**src/rtl/alu_uart_ctrl.sv**
```systemverilog
// alu_uart_ctrl: sequencer between a byte UART and a combinational ALU.
// Collects operand A, operand B and opcode bytes, presents them to the ALU,
// captures the result and hands it to the UART transmitter. A per-byte
// timeout aborts a partially received command.
//
// Handshake: i_rx_done is a one-cycle valid strobe for i_rx_data with no
// back-pressure (a byte arriving while a result is in flight is dropped and
// flagged on o_error). o_tx_start is a one-cycle request that is only issued
// when i_tx_busy is low; i_tx_done closes the transmit and returns to idle.
module alu_uart_ctrl #(
  parameter int NB_DATA        = 8,
  parameter int NB_OPERADOR    = 6,
  parameter int TIMEOUT_CYCLES = 100000
) (
  input  logic                   i_clk,
  input  logic                   i_rst_n,
  input  logic                   i_rx_done,
  input  logic [NB_DATA-1:0]     i_rx_data,
  input  logic                   i_tx_busy,
  input  logic                   i_tx_done,
  output logic                   o_tx_start,
  output logic [NB_DATA-1:0]     o_tx_data,
  output logic [NB_DATA-1:0]     o_dato_a,
  output logic [NB_DATA-1:0]     o_dato_b,
  output logic [NB_OPERADOR-1:0] o_operador,
  input  logic [NB_DATA-1:0]     i_resultado,
  output logic                   o_ready,
  output logic                   o_error,
  output logic [2:0]             o_state
);

  localparam int CNT_W = (TIMEOUT_CYCLES > 2) ? $clog2(TIMEOUT_CYCLES) : 1;
  localparam logic [CNT_W-1:0] CNT_LAST = CNT_W'(TIMEOUT_CYCLES - 1);

  typedef enum logic [2:0] {
    ST_A    = 3'd0,
    ST_B    = 3'd1,
    ST_OP   = 3'd2,
    ST_EXEC = 3'd3,
    ST_SEND = 3'd4,
    ST_WAIT = 3'd5
  } state_t;

  state_t           state;
  state_t           next_state;
  logic [CNT_W-1:0] cnt;
  logic             timeout;
  logic             receiving;
  logic             busy_phase;
  logic             tx_start_d;
  logic             error_d;
  logic             ready_d;

  // Inter-byte timer only runs while a command is partially received.
  assign receiving  = (state == ST_B) || (state == ST_OP);
  assign busy_phase = (state == ST_EXEC) || (state == ST_SEND) || (state == ST_WAIT);
  // A byte arriving on the expiry cycle takes priority over the timeout.
  assign timeout    = receiving && !i_rx_done && (cnt == CNT_LAST);

  assign o_state = state;

  // State register.
  always_ff @(posedge i_clk or negedge i_rst_n) begin
    if (!i_rst_n) begin
      state <= ST_A;
    end else begin
      state <= next_state;
    end
  end

  // Next-state logic.
  always_comb begin
    next_state = state;
    case (state)
      ST_A:    if (i_rx_done) next_state = ST_B;
      ST_B: begin
        if (i_rx_done)    next_state = ST_OP;
        else if (timeout) next_state = ST_A;
      end
      ST_OP: begin
        if (i_rx_done)    next_state = ST_EXEC;
        else if (timeout) next_state = ST_A;
      end
      ST_EXEC: next_state = ST_SEND;
      // Leave once the start pulse has been presented for its single cycle.
      ST_SEND: if (o_tx_start) next_state = ST_WAIT;
      ST_WAIT: if (i_tx_done)  next_state = ST_A;
      default: next_state = ST_A;
    endcase
  end

  // Output decode, registered below so no input reaches an output combinationally.
  always_comb begin
    tx_start_d = 1'b0;
    error_d    = 1'b0;
    ready_d    = 1'b0;
    // The start pulse is scheduled from EXEC so it lands in the first SEND
    // cycle when the transmitter is free; otherwise SEND retries each cycle.
    if (!i_tx_busy) begin
      if (state == ST_EXEC) tx_start_d = 1'b1;
      if ((state == ST_SEND) && !o_tx_start) tx_start_d = 1'b1;
    end
    error_d = timeout || (i_rx_done && busy_phase);
    ready_d = (next_state == ST_A);
  end

  // Registered control outputs.
  always_ff @(posedge i_clk or negedge i_rst_n) begin
    if (!i_rst_n) begin
      o_tx_start <= 1'b0;
      o_error    <= 1'b0;
      o_ready    <= 1'b0;
    end else begin
      o_tx_start <= tx_start_d;
      o_error    <= error_d;
      o_ready    <= ready_d;
    end
  end

  // Operand/opcode capture, result capture and inter-byte timer.
  always_ff @(posedge i_clk or negedge i_rst_n) begin
    if (!i_rst_n) begin
      o_dato_a   <= '0;
      o_dato_b   <= '0;
      o_operador <= '0;
      o_tx_data  <= '0;
      cnt        <= '0;
    end else begin
      if ((state == ST_A) && i_rx_done)  o_dato_a   <= i_rx_data;
      if ((state == ST_B) && i_rx_done)  o_dato_b   <= i_rx_data;
      if ((state == ST_OP) && i_rx_done) o_operador <= i_rx_data[NB_OPERADOR-1:0];
      // ALU has settled on the new operands by the EXEC cycle.
      if (state == ST_EXEC)              o_tx_data  <= i_resultado;
      if (receiving && !i_rx_done && !timeout) begin
        cnt <= cnt + 1'b1;
      end else begin
        cnt <= '0;
      end
    end
  end

endmodule

```
**config.mk**
```make
export PLATFORM = sky130hd
export DESIGN_NAME = alu_uart_ctrl
export DESIGN_NICKNAME = d
export VERILOG_FILES = /design/src/rtl/alu_uart_ctrl.sv
export SDC_FILE = /design/constraint.sdc
export NUM_CORES = 1
export LEC_CHECK = 0
export CAP_MARGIN = 0
export CORE_ASPECT_RATIO = 1.25
export CORE_MARGIN = 4
export CORE_UTILIZATION = 44
export DETAILED_ROUTE_END_ITERATION = 8
export PLACE_DENSITY = 0.72
export SLEW_MARGIN = 10
export SYNTH_ARGS = -nofsm -noshare
export SYNTH_HDL_FRONTEND = slang
export SYNTH_SLANG_ARGS = --single-unit
```
**constraint.sdc**
```tcl
create_clock -name i_clk -period 1.8 [get_ports i_clk]
set_input_delay 0.18 -clock i_clk [delete_from_list [all_inputs] [get_ports i_clk]]
set_output_delay 0.18 -clock i_clk [all_outputs]
set_load 0.01 [all_outputs]
```
==> impl_results.md, run 1 <==
* Hold Vio Cnt, Final at 0
* Seq/Total Area, Yosys at 0.566
* Ant. Diodes at 0
* Final Non-Filler Cells at 323
* Top cell type's share of synthesized area at 0.566
* Mapped Nets at slightly above 200
* Clock root cell: clkbuf_8
* First DRT Iteration DRCs at 65
* WL per Instance at 14.4 µm
* GRT busiest layer: met2
* Outcome: completed
* Total power at 4.59 mW
* Core footprint at around 5100 µm²
* Vias/cell at 5.10
* Critical path buffers and inverters at 1
* Placer congestion estimate at around 0.81
* Library cells used by synthesis at 31
* Final TNS setup at 0 ps
* Max Cap Viol at 0
* Vias in the first global route at between 1500 and 2000
* Worst path max stage delay at 420 ps
* Delay-heaviest family, CP: simple AND/OR/NAND/NOR gates
* Design Area, Final at 3240 µm²
* GRT Util Overall at 0.154
* Port Buffers at 56
* Antenna violations before repair at 0
* Internal at 3.21 mW
* Hold Crit Class: in2async
* Worst Skew at just under 9 ps
* Seq pwr share at 0.394
* DP Cell Count at 313
* Synth Register Bits at 53
* Arrival time at the worst endpoint at ~2000 ps
* CP Cell Sequence: ha_2 > and4_4 > and4_4 > a2111o_1 > buf_12 > nor2_1
* CTS tree: built
* Reg2Reg Setup Slack at 60 ps
* Reg2reg path depth at 6
* IO Pins at 57
* Net switching power figure at 1.38 mW
* R2r endpoint: cnt[5]
* Synth area leader: dfrtp_1
* Tcrit/Tclk final at 0.967
* RSZ-0062 raised after global routing: no
* # fillers at 392
* Measured slew at the worst slew-check pin at 470 ps
* Area occupied by multi-input gates at 982 µm²
* Levels on crit path at 6
* Initial Utilization at 0.458
* Share of synthesized flip-flops with an asynchronous set or reset at 1.00
* NumNets Final at 282
* Cell area after synthesis at between 2000 and 2500 µm²
* VDD IR max at ~0.61 mV
* Yosys warnings at 0
* Critical Path RT at 2040 ps
* GRT met3 Usage at 0.0312
* PD cells at 1420 nW/µm²
* Reg2reg start: cnt[1]
* Die ar. at ~6600 µm²
* Post-route antenna net violation count at 0
* Hold WS at 390 ps
* CP Class: reg2reg
* Clock Power Share at 0.174
* DR DRC count at 0
* Crit start category: flip-flop
* Clock slew at reported path FFs at 90 ps
* Mapped Avg Cell Area at 12.9 µm²
* Top_reg_cell synth: dfrtp_1
* Sw Ratio at 0.301
* Pleak at 1.29 nW
* Synth Instances at 182
* Wire length of the first global-routing pass at 7.91 mm
* Fin. max-slew vios at 0
* Clock buffer count from CTS at 5
* GRT met2 Usage at 0.271
* Met1 GRT Util at 0.189
* Area growth from synthesis to layout at 38.1%
* Die span in x at 73.3 µm
* Number of synthesized flops with an enable pin at 0
* Share of cells above drive strength 1 at 0.287
* DP Area at 3100 µm²
* Post-synth top cells: dfrtp_1, mux2_2, nor2_1, xnor2_1, nand2_1
* Die Ht at 89.6 µm
* Vias at 1646
* Ranking of synthesized cells by area: dfrtp_1, mux2_2, xnor2_1
* CP most frequent cell: and4_4
* Worst Path Max Fanout at 17
* Final Critical Period at between 1500 and 2000 ps
* Fmax at 0.574 GHz
* Count leader, synth: dfrtp_1
* Logic gate share of total power at 0.432
* Clock Latency Late Sink at around 300 ps
* Register area at 1330 µm²
* Clock Sinks at 53
* Dpl hpwl at roughly 3.4 mm
* CP Capture Type: flip-flop
* Relative slew slack at 0.686
* Slowest cell on crit path: a2111o_1
* # setup viols final at 0
* Drt first pass iters at 4
* Rows at 29
* H-tree depth at 2
* Overflow after GRT at 0
* Drt total wl at between 4 and 5 mm
* Largest net degree at the start of global routing at 54
* Clock buffer depth at 2
-- cells by family after synthesis --
kind of cell	Yosys count	share of synthesized area
fa+ha+maj	1	0.00534
xor+xnor	15	0.0560
buf+inv	8	0.0213
compound gates	8	0.0294
flops	53	0.566
simple gates	67	0.178
mux	30	0.144
-- cells in the final DEF, fill, tap and decap left out, drive strengths merged --
master / instances
a2111o: 2
a21oi: 2
a32oi: 1
and4: 2
buf: 19
bufinv: 1
clkbuf: 6
clkdlybuf4s50: 55
clkinv: 1
dfrtp: 53
dlygate4sd3: 1
ha: 1
inv: 4
mux2: 30
nand2: 10
nand2b: 2
nand3: 7
nand4: 6
nor2: 23
nor2b: 2
nor3: 7
nor4: 5
nor4b: 1
nor4bb: 2
o32a: 1
o32ai: 1
o41ai: 1
xnor2: 11
xor2: 4
-- area by class of cell --
type | instances | area share
sequential | 53 | 0.410
multi-input combinational | 121 | 0.303
timing repair buffer | 75 | 0.224
tap | 62 | 0.0240
clock buffer | 6 | 0.0224
clock inverter | 2 | 0.0120
inverter | 4 | 0.00464
-- power by group through the flow --
stage	clock (mW)	sequential, mW	combinational [mW]
5_1_grt	0.873	1.86	2.12
3_3_place_gp	0	1.83	1.96
2_1_floorplan	0	2.02	0.736
4_1_cts	0.824	1.82	2.01
3_5_place_dp	0	1.85	2.00
6_report	0.799	1.81	1.98
-- metal layers --
metal  wire (µm)  vias to the layer above
met5           0                        -
met4          63                        0
met3         318                        6
met2        2350                       44
met1        1920                      794
li1            -                      802
-- repair_timing --
item	CTS	global route
hold buffers	1	0
gates resized for setup	0	3
buffers inserted	0	1
endpoints found under the hold margin	53	0
endpoints found under the setup margin	0	5
-- state kept, by name, indices dropped and copies added (netlist names) --
register	count
o_state	3
o_tx_start	1
o_dato_a	8
o_dato_b	8
o_ready	1
o_tx_data	8
o_operador	6
o_error	1
cnt	17
-- tightest hold or removal path, cell delays in order --
cell and delay, ps:
dlygate4sd3_1 520, buf_2 120, buf_12 260
-- worst max path at each step --
| stage | slack (ps) | endpoint | startpoint |
|---|---|---|---|
| 3_5_place_dp | 20 | cnt[7] | cnt[1] |
| 3_3_place_gp | 90 | cnt[16] | cnt[1] |
| 5_1_grt | 3 | cnt[7] | cnt[1] |
| 4_1_cts | 20 | cnt[7] | cnt[1] |
| 2_1_floorplan | 7 | cnt[11] | cnt[0] |
| 6_report | 60 | cnt[5] | cnt[1] |
-- per-stage QoR --
step	utilization	setup WS, ps
3_3_place_gp	0.606	93.8
4_1_cts	0.629	21.5
5_1_grt	0.633	3.29
6_report	0.633	58.7
3_5_place_dp	0.606	24.1
2_1_floorplan	-	7.50
Power figures use the tool's default switching activity.
==> run 2: changes to the inputs <==
--- a/config.mk
+++ b/config.mk
@@ -11,7 +11,9 @@
 export CORE_UTILIZATION = 44
 export DETAILED_ROUTE_END_ITERATION = 8
 export PLACE_DENSITY = 0.72
+export REMOVE_ABC_BUFFERS = 1
 export SLEW_MARGIN = 10
 export SYNTH_ARGS = -nofsm -noshare
 export SYNTH_HDL_FRONTEND = slang
 export SYNTH_SLANG_ARGS = --single-unit
+export TNS_END_PERCENT = 1
==> impl_results.md, run 2 (synthesis results as in run 1) <==
* Initial Utilization at 0.458 (unchanged)
* Core footprint at 5120 µm² (unchanged)
* Measured slew at the worst slew-check pin at 512 ps (+41.7 ps)
* Worst slack, placed at 38.2 ps (+14.1 ps)
* DP Cell Count at 315 (+0.64%)
* Die ar. at 6570 µm² (unchanged)
* Antenna violations before repair at 0 (unchanged)
* Die Ht at 89.6 µm (unchanged)
* Critical Path RT at 2030 ps (about the same)
* Vias/cell at 5.10 (about the same)
* Area growth from synthesis to layout at 38.2% (about the same)
* Worst Path Max Fanout at 6 (-11)
* Clock buffer count from CTS at 5 (unchanged)
* GRT met2 Usage at 0.286 (+0.0146)
* Vias in the first global route at 1690 (-1.1%)
* H-tree depth at 2 (unchanged)
* NumNets Final at 283 (+0.35%)
* Clock slew at reported path FFs at 90 ps (about the same)
* CP Class: reg2reg
* CP Capture Type: flip-flop
* Pleak at 1.28 nW (about the same)
* Clock Sinks at 53 (unchanged)
* Final worst slack at 110 ps (+51.7 ps)
* Hold Crit Class: in2async
* WL per Instance at 14.2 µm (-1.3%)
* Port Buffers at 56 (unchanged)
* Overflow after GRT at 0 (unchanged)
* Drt total wl at 4.61 mm (-0.99%)
* Arrival time at the worst endpoint at 1920 ps (-60 ps)
* Register name with the most flops: cnt
* Share of cells above drive strength 1 at 0.286 (-0.00110)
* Commonest non-fill, non-tap cell in the layout: clkdlybuf4s50_1
* Post-route antenna net violation count at 0 (unchanged)
* DR DRC count at 0 (unchanged)
* Relative slew slack at 0.659 (-0.0269)
* Clock buffer depth at 2 (unchanged)
* Clock Latency Late Sink at 300 ps (about the same)
* CTS tree: built
* Most frequent cells in the layout: clkdlybuf4s50_1, dfrtp_1, mux2_2, buf_4, nor2_1
* Hold Vio Cnt, Final at 0 (unchanged)
* Met1 GRT Util at 0.170 (-0.0183)
* Tcrit/Tclk final at 0.939 (-0.0287)
* Rows at 29 (unchanged)
* GRT met3 Usage at 0.0312 (unchanged)
* Crit start category: flip-flop
* Max FFs per register at 17 (unchanged)
* Vias at 1651 (+0.30%)
* PD cells at 1370 nW/µm² (-3.0%)
* Final Non-Filler Cells at 324 (+0.31%)
* GRT Util Overall at 0.152 (-0.00190)
* Clock root cell: clkbuf_8
* Die span in x at 73.3 µm (unchanged)
* RSZ-0062 raised after global routing: yes
* Max Cap Viol at 0 (unchanged)
* Wire length of the first global-routing pass at 7.75 mm (-2.1%)
* Fin. max-slew vios at 0 (unchanged)
* Worst Skew at 7.77 ps (-0.916 ps)
* GRT busiest layer: met2
* Largest net degree at the start of global routing at 33 (-39%)
* Fmax at 0.592 GHz (+3.1%)
* IO Pins at 57 (unchanged)
* First DRT Iteration DRCs at 63 (-3.1%)
* Dpl hpwl at 3.50 mm (+2.6%)
* Total power at 4.46 mW (-2.9%)
* VDD IR max at 0.757 mV (+24%)
* Ant. Diodes at 0 (unchanged)
* Drt first pass iters at 4 (unchanged)
* Outcome: completed
* Post-CTS Setup Inserts at 0 (unchanged)
* Placer congestion estimate at 0.862 (+7.0%)
* Final Critical Period at 1690 ps (-51.7 ps)
* # setup viols final at 0 (unchanged)
run 2: cell count changes in the layout (fill, tap and decap cells not counted), sizes merged:
cell      before  now
bufinv         1    0
buf           19   20
clkinv         1    2
clkbuf         6    5
clkinvlp       0    1
run 2: per-stage QoR:
stage | utilization | cell area [µm²] | hold slack [ps] | TNS [ps]
after global routing | 0.633 | 3240 | 399 | 0
after floorplan | - | 2310 | -116 | -3440
final | 0.633 | 3240 | 367 | 0
after detailed placement | 0.610 | 3120 | 184 | 0
after CTS | 0.629 | 3220 | 385 | 0
after global placement | 0.610 | 3120 | 178 | 0
run 2: path summary, 6_finish.rpt:
kind / from / end / slack, ps / cells past startpoint
min in group i_clk: i_tx_busy / o_tx_start / 410 / 2
max: cnt[0] / cnt[7] / 110 / 6
min reg2reg: o_dato_b[6] / o_dato_b[6] / 510 / 1
min: i_rst_n / o_operador[1] / 370 / 2
max reg2reg: cnt[0] / cnt[7] / 110 / 6
max in group asynchronous: i_rst_n / o_tx_data[1] / 890 / 3
run 2: final cells by class:
type                       count  area, µm²
clock buffer                   5       68.8
clock inverter                 3       17.5
fill                         394       1880
inverter                       4       15.0
multi-input combinational    121        990
sequential                    53       1330
tap                           62       77.6
timing repair buffer          76        746
run 2: report_power, final:
group | switching, mW | internal [mW] | leakage (nW) | total [mW]
logic | 0.779 | 1.22 | 0.572 | 1.99
registers | 0.215 | 1.60 | 0.669 | 1.81
clock network | 0.379 | 0.269 | 0.0439 | 0.648
run 2: critical path, cell delays in order (launching register included):
cell and delay (ps):
dfrtp_1 390, ha_1 220, and4_4 190, and4_4 170, a2111o_1 360, buf_4 190, nor2_1 120
run 2: timing repair:
item	4_1_cts	5_1_grt
pin swaps	1	0
resized for setup	0	3
endpoints found under the setup margin	1	10
hold buffers	1	0
hold endpoints to repair	21	0
run 2: metal layers:
metal,share of wire,routed length [µm]
met1,0.40,1830
met2,0.52,2420
met3,0.064,297
met4,0.014,65
met5,0,0
==> run 3: changes to the inputs <==
--- a/config.mk
+++ b/config.mk
@@ -8,9 +8,10 @@
 export CAP_MARGIN = 0
 export CORE_ASPECT_RATIO = 1.25
 export CORE_MARGIN = 4
-export CORE_UTILIZATION = 44
+export CORE_UTILIZATION = 46
+export CTS_BUF_LIST = sky130_fd_sc_hd__clkbuf_8
 export DETAILED_ROUTE_END_ITERATION = 8
-export PLACE_DENSITY = 0.72
+export PLACE_DENSITY = 0.75
 export REMOVE_ABC_BUFFERS = 1
 export SLEW_MARGIN = 10
 export SYNTH_ARGS = -nofsm -noshare
==> impl_results.md, run 3 (synthesis results as in run 1) <==
* Post-CTS Setup Inserts at 0 (unchanged)
* Ant. Diodes at 0 (unchanged)
* Fmax at 0.596 GHz (+0.73%)
* GRT busiest layer: met2
* Reg2reg path depth at 5 (-1)
* Hold Vio Cnt, Final at 0 (unchanged)
* Core footprint at 4830 µm² (-5.5%)
* Clock buffer depth at 2 (unchanged)
* Post-CTS Resized at 0 (unchanged)
* CP Capture Type: flip-flop
* Critical Path RT at 2000 ps (-30 ps)
* Net switching power figure at 1.36 mW (-0.80%)
* Initial Utilization at 0.485 (+0.0267)
* Relative slew slack at 0.705 (+0.0466)
* Critical Path End: cnt[16]
* WL per Instance at 14.3 µm (+0.16%)
* NumNets Final at 279 (-1.4%)
* Post-Route Utilization at 0.664 (+0.0302)
* Max Cap Viol at 0 (unchanged)
* # setup viols final at 0 (unchanged)
* Port Buffers at 56 (unchanged)
* PD cells at 1440 nW/µm² (+4.4%)
* DR DRC count at 0 (unchanged)
* Max FFs per register at 17 (unchanged)
* Overflow after GRT at 0 (unchanged)
* Reg2reg start: cnt[8]
* Seq pwr share at 0.393 (-0.014)
* Vias in the first global route at 1740 (+3.0%)
* IO Pins at 57 (unchanged)
* Design Area, Final at 3210 µm² (-1.0%)
* Reg2Reg Setup Slack at 120 ps (about the same)
* Dpl hpwl at 3.33 mm (-5.0%)
* Rows at 28 (-3.4%)
* GRT met2 Usage at 0.276 (-0.00968)
* Logic gate share of total power at 0.426 (-0.022)
* Internal at 3.24 mW (+5.2%)
* Drt first pass iters at 4 (unchanged)
* # fillers at 383 (-2.8%)
* Post-route antenna net violation count at 0 (unchanged)
* CP Class: reg2reg
* Worst setup path start: cnt[8]
* Largest net degree at the start of global routing at 54 (+64%)
* Worst Skew at 8.14 ps (+0.365 ps)
* Final Non-Filler Cells at 318 (-1.9%)
* Vias/cell at 5.17 (+1.5%)
* VDD IR max at 1.10 mV (+45%)
* Hold Crit Class: in2async
* Met1 GRT Util at 0.186 (+0.0153)
* RSZ-0062 raised after global routing: no
* Final Critical Period at 1680 ps (-12.2 ps)
* H-tree depth at 2 (unchanged)
* Outcome: completed
* Wire length of the first global-routing pass at 7.79 mm (+0.54%)
* Commonest non-fill, non-tap cell in the layout: clkdlybuf4s50_1
* Share of cells above drive strength 1 at 0.267 (-0.0188)
* Most frequent cells in the layout: clkdlybuf4s50_1, dfrtp_1, mux2_2, buf_4, nor2_1
* Clock buffer count from CTS at 5 (unchanged)
* DP Area at 3080 µm² (-1.4%)
* CTS tree: built
* Area growth from synthesis to layout at 36.8%
* Placer congestion estimate at 0.777 (-9.8%)
* Pleak at 1.27 nW (-0.82%)
* Antenna violations before repair at 0 (unchanged)
* First DRT Iteration DRCs at 78 (+24%)
* Drt total wl at 4.53 mm (-1.7%)
* Clock Sinks at 53 (unchanged)
* Tcrit/Tclk final at 0.932 (-0.00677)
* Fin. max-slew vios at 0 (unchanged)
* Register name with the most flops: cnt
* Arrival time at the worst endpoint at 1870 ps (-50 ps)
* Worst Path Max Fanout at 17 (+11)
* Sw Ratio at 0.296 (-0.0124)
* Die span in x at 71.9 µm (-2.0%)
* Clock Power Share at 0.181 (+0.036)
* GRT Util Overall at 0.155 (+0.00270)
* DP Cell Count at 309 (-1.9%)
* GRT met3 Usage at 0.0390 (+0.00786)
* Clock slew at reported path FFs at 90 ps (about the same)
* Die Ht at 87.8 µm (-2.0%)
* Crit start category: flip-flop
* Vias at 1645 (-0.36%)
* Clock Latency Late Sink at 300 ps (about the same)
* Measured slew at the worst slew-check pin at 436 ps (-76.0 ps)
* Clock root cell: clkbuf_8
* R2r endpoint: cnt[16]
* Die ar. at 6310 µm² (-3.9%)
## run 3: final cells by class
class                      instances  area (µm²)  share of cell area
tap                               60        75.1              0.0234
sequential                        53        1330               0.413
timing repair buffer              72         703               0.219
multi-input combinational        121         968               0.302
clock buffer                       6        82.6              0.0257
inverter                           4        15.0             0.00468
clock inverter                     2        37.5              0.0117
## run 3: repair_timing
action / in CTS / in global routing
endpoints found under the hold margin: 53 / 0
endpoints found under the setup margin: 0 / 16
hold buffers: 1 / 0
## run 3: metrics by stage
step	hold slack, ps	TNS [ps]	setup WS [ps]	total power [mW]
5_1_grt	394	0	4.22	4.90
6_report	381	0	123	4.60
2_1_floorplan	-116	-3440	-206	2.70
4_1_cts	387	0	32.8	4.68
3_3_place_gp	196	0	109	3.79
3_5_place_dp	195	0	66.6	3.84
## run 3: how the worst min path moves through the flow
stage | start | to | slack, ps
3_5_place_dp | i_rst_n | o_dato_a[5] | 200
6_report | i_rst_n | o_dato_a[5] | 380
2_1_floorplan | i_rst_n | cnt[0] | -120
5_1_grt | i_tx_busy | o_tx_start | 390
4_1_cts | i_tx_busy | o_tx_start | 390
3_3_place_gp | i_rst_n | o_dato_a[5] | 200
## run 3: per-layer routing
metal  share of wire  up-vias
met2            0.51       53
met4           0.013        0
li1                -      794
met5               0        -
met3           0.057        9
met1            0.42      789
## run 3: power by group through the flow
| stage | clock network (mW) | logic (mW) | registers [mW] |
|---|---|---|---|
| 6_report | 0.833 | 1.96 | 1.81 |
| 5_1_grt | 0.916 | 2.11 | 1.88 |
| 4_1_cts | 0.863 | 2.00 | 1.81 |
| 3_5_place_dp | 0 | 2.00 | 1.84 |
| 3_3_place_gp | 0 | 1.97 | 1.82 |
| 2_1_floorplan | 0 | 0.652 | 2.05 |
## run 3: worst max-delay path: stages, from the launching register on
cell and delay, ps:
dfrtp_1 420, nor4b_1 450, and4_4 300, a2111o_1 130
buf_12 190, nor2_1 60
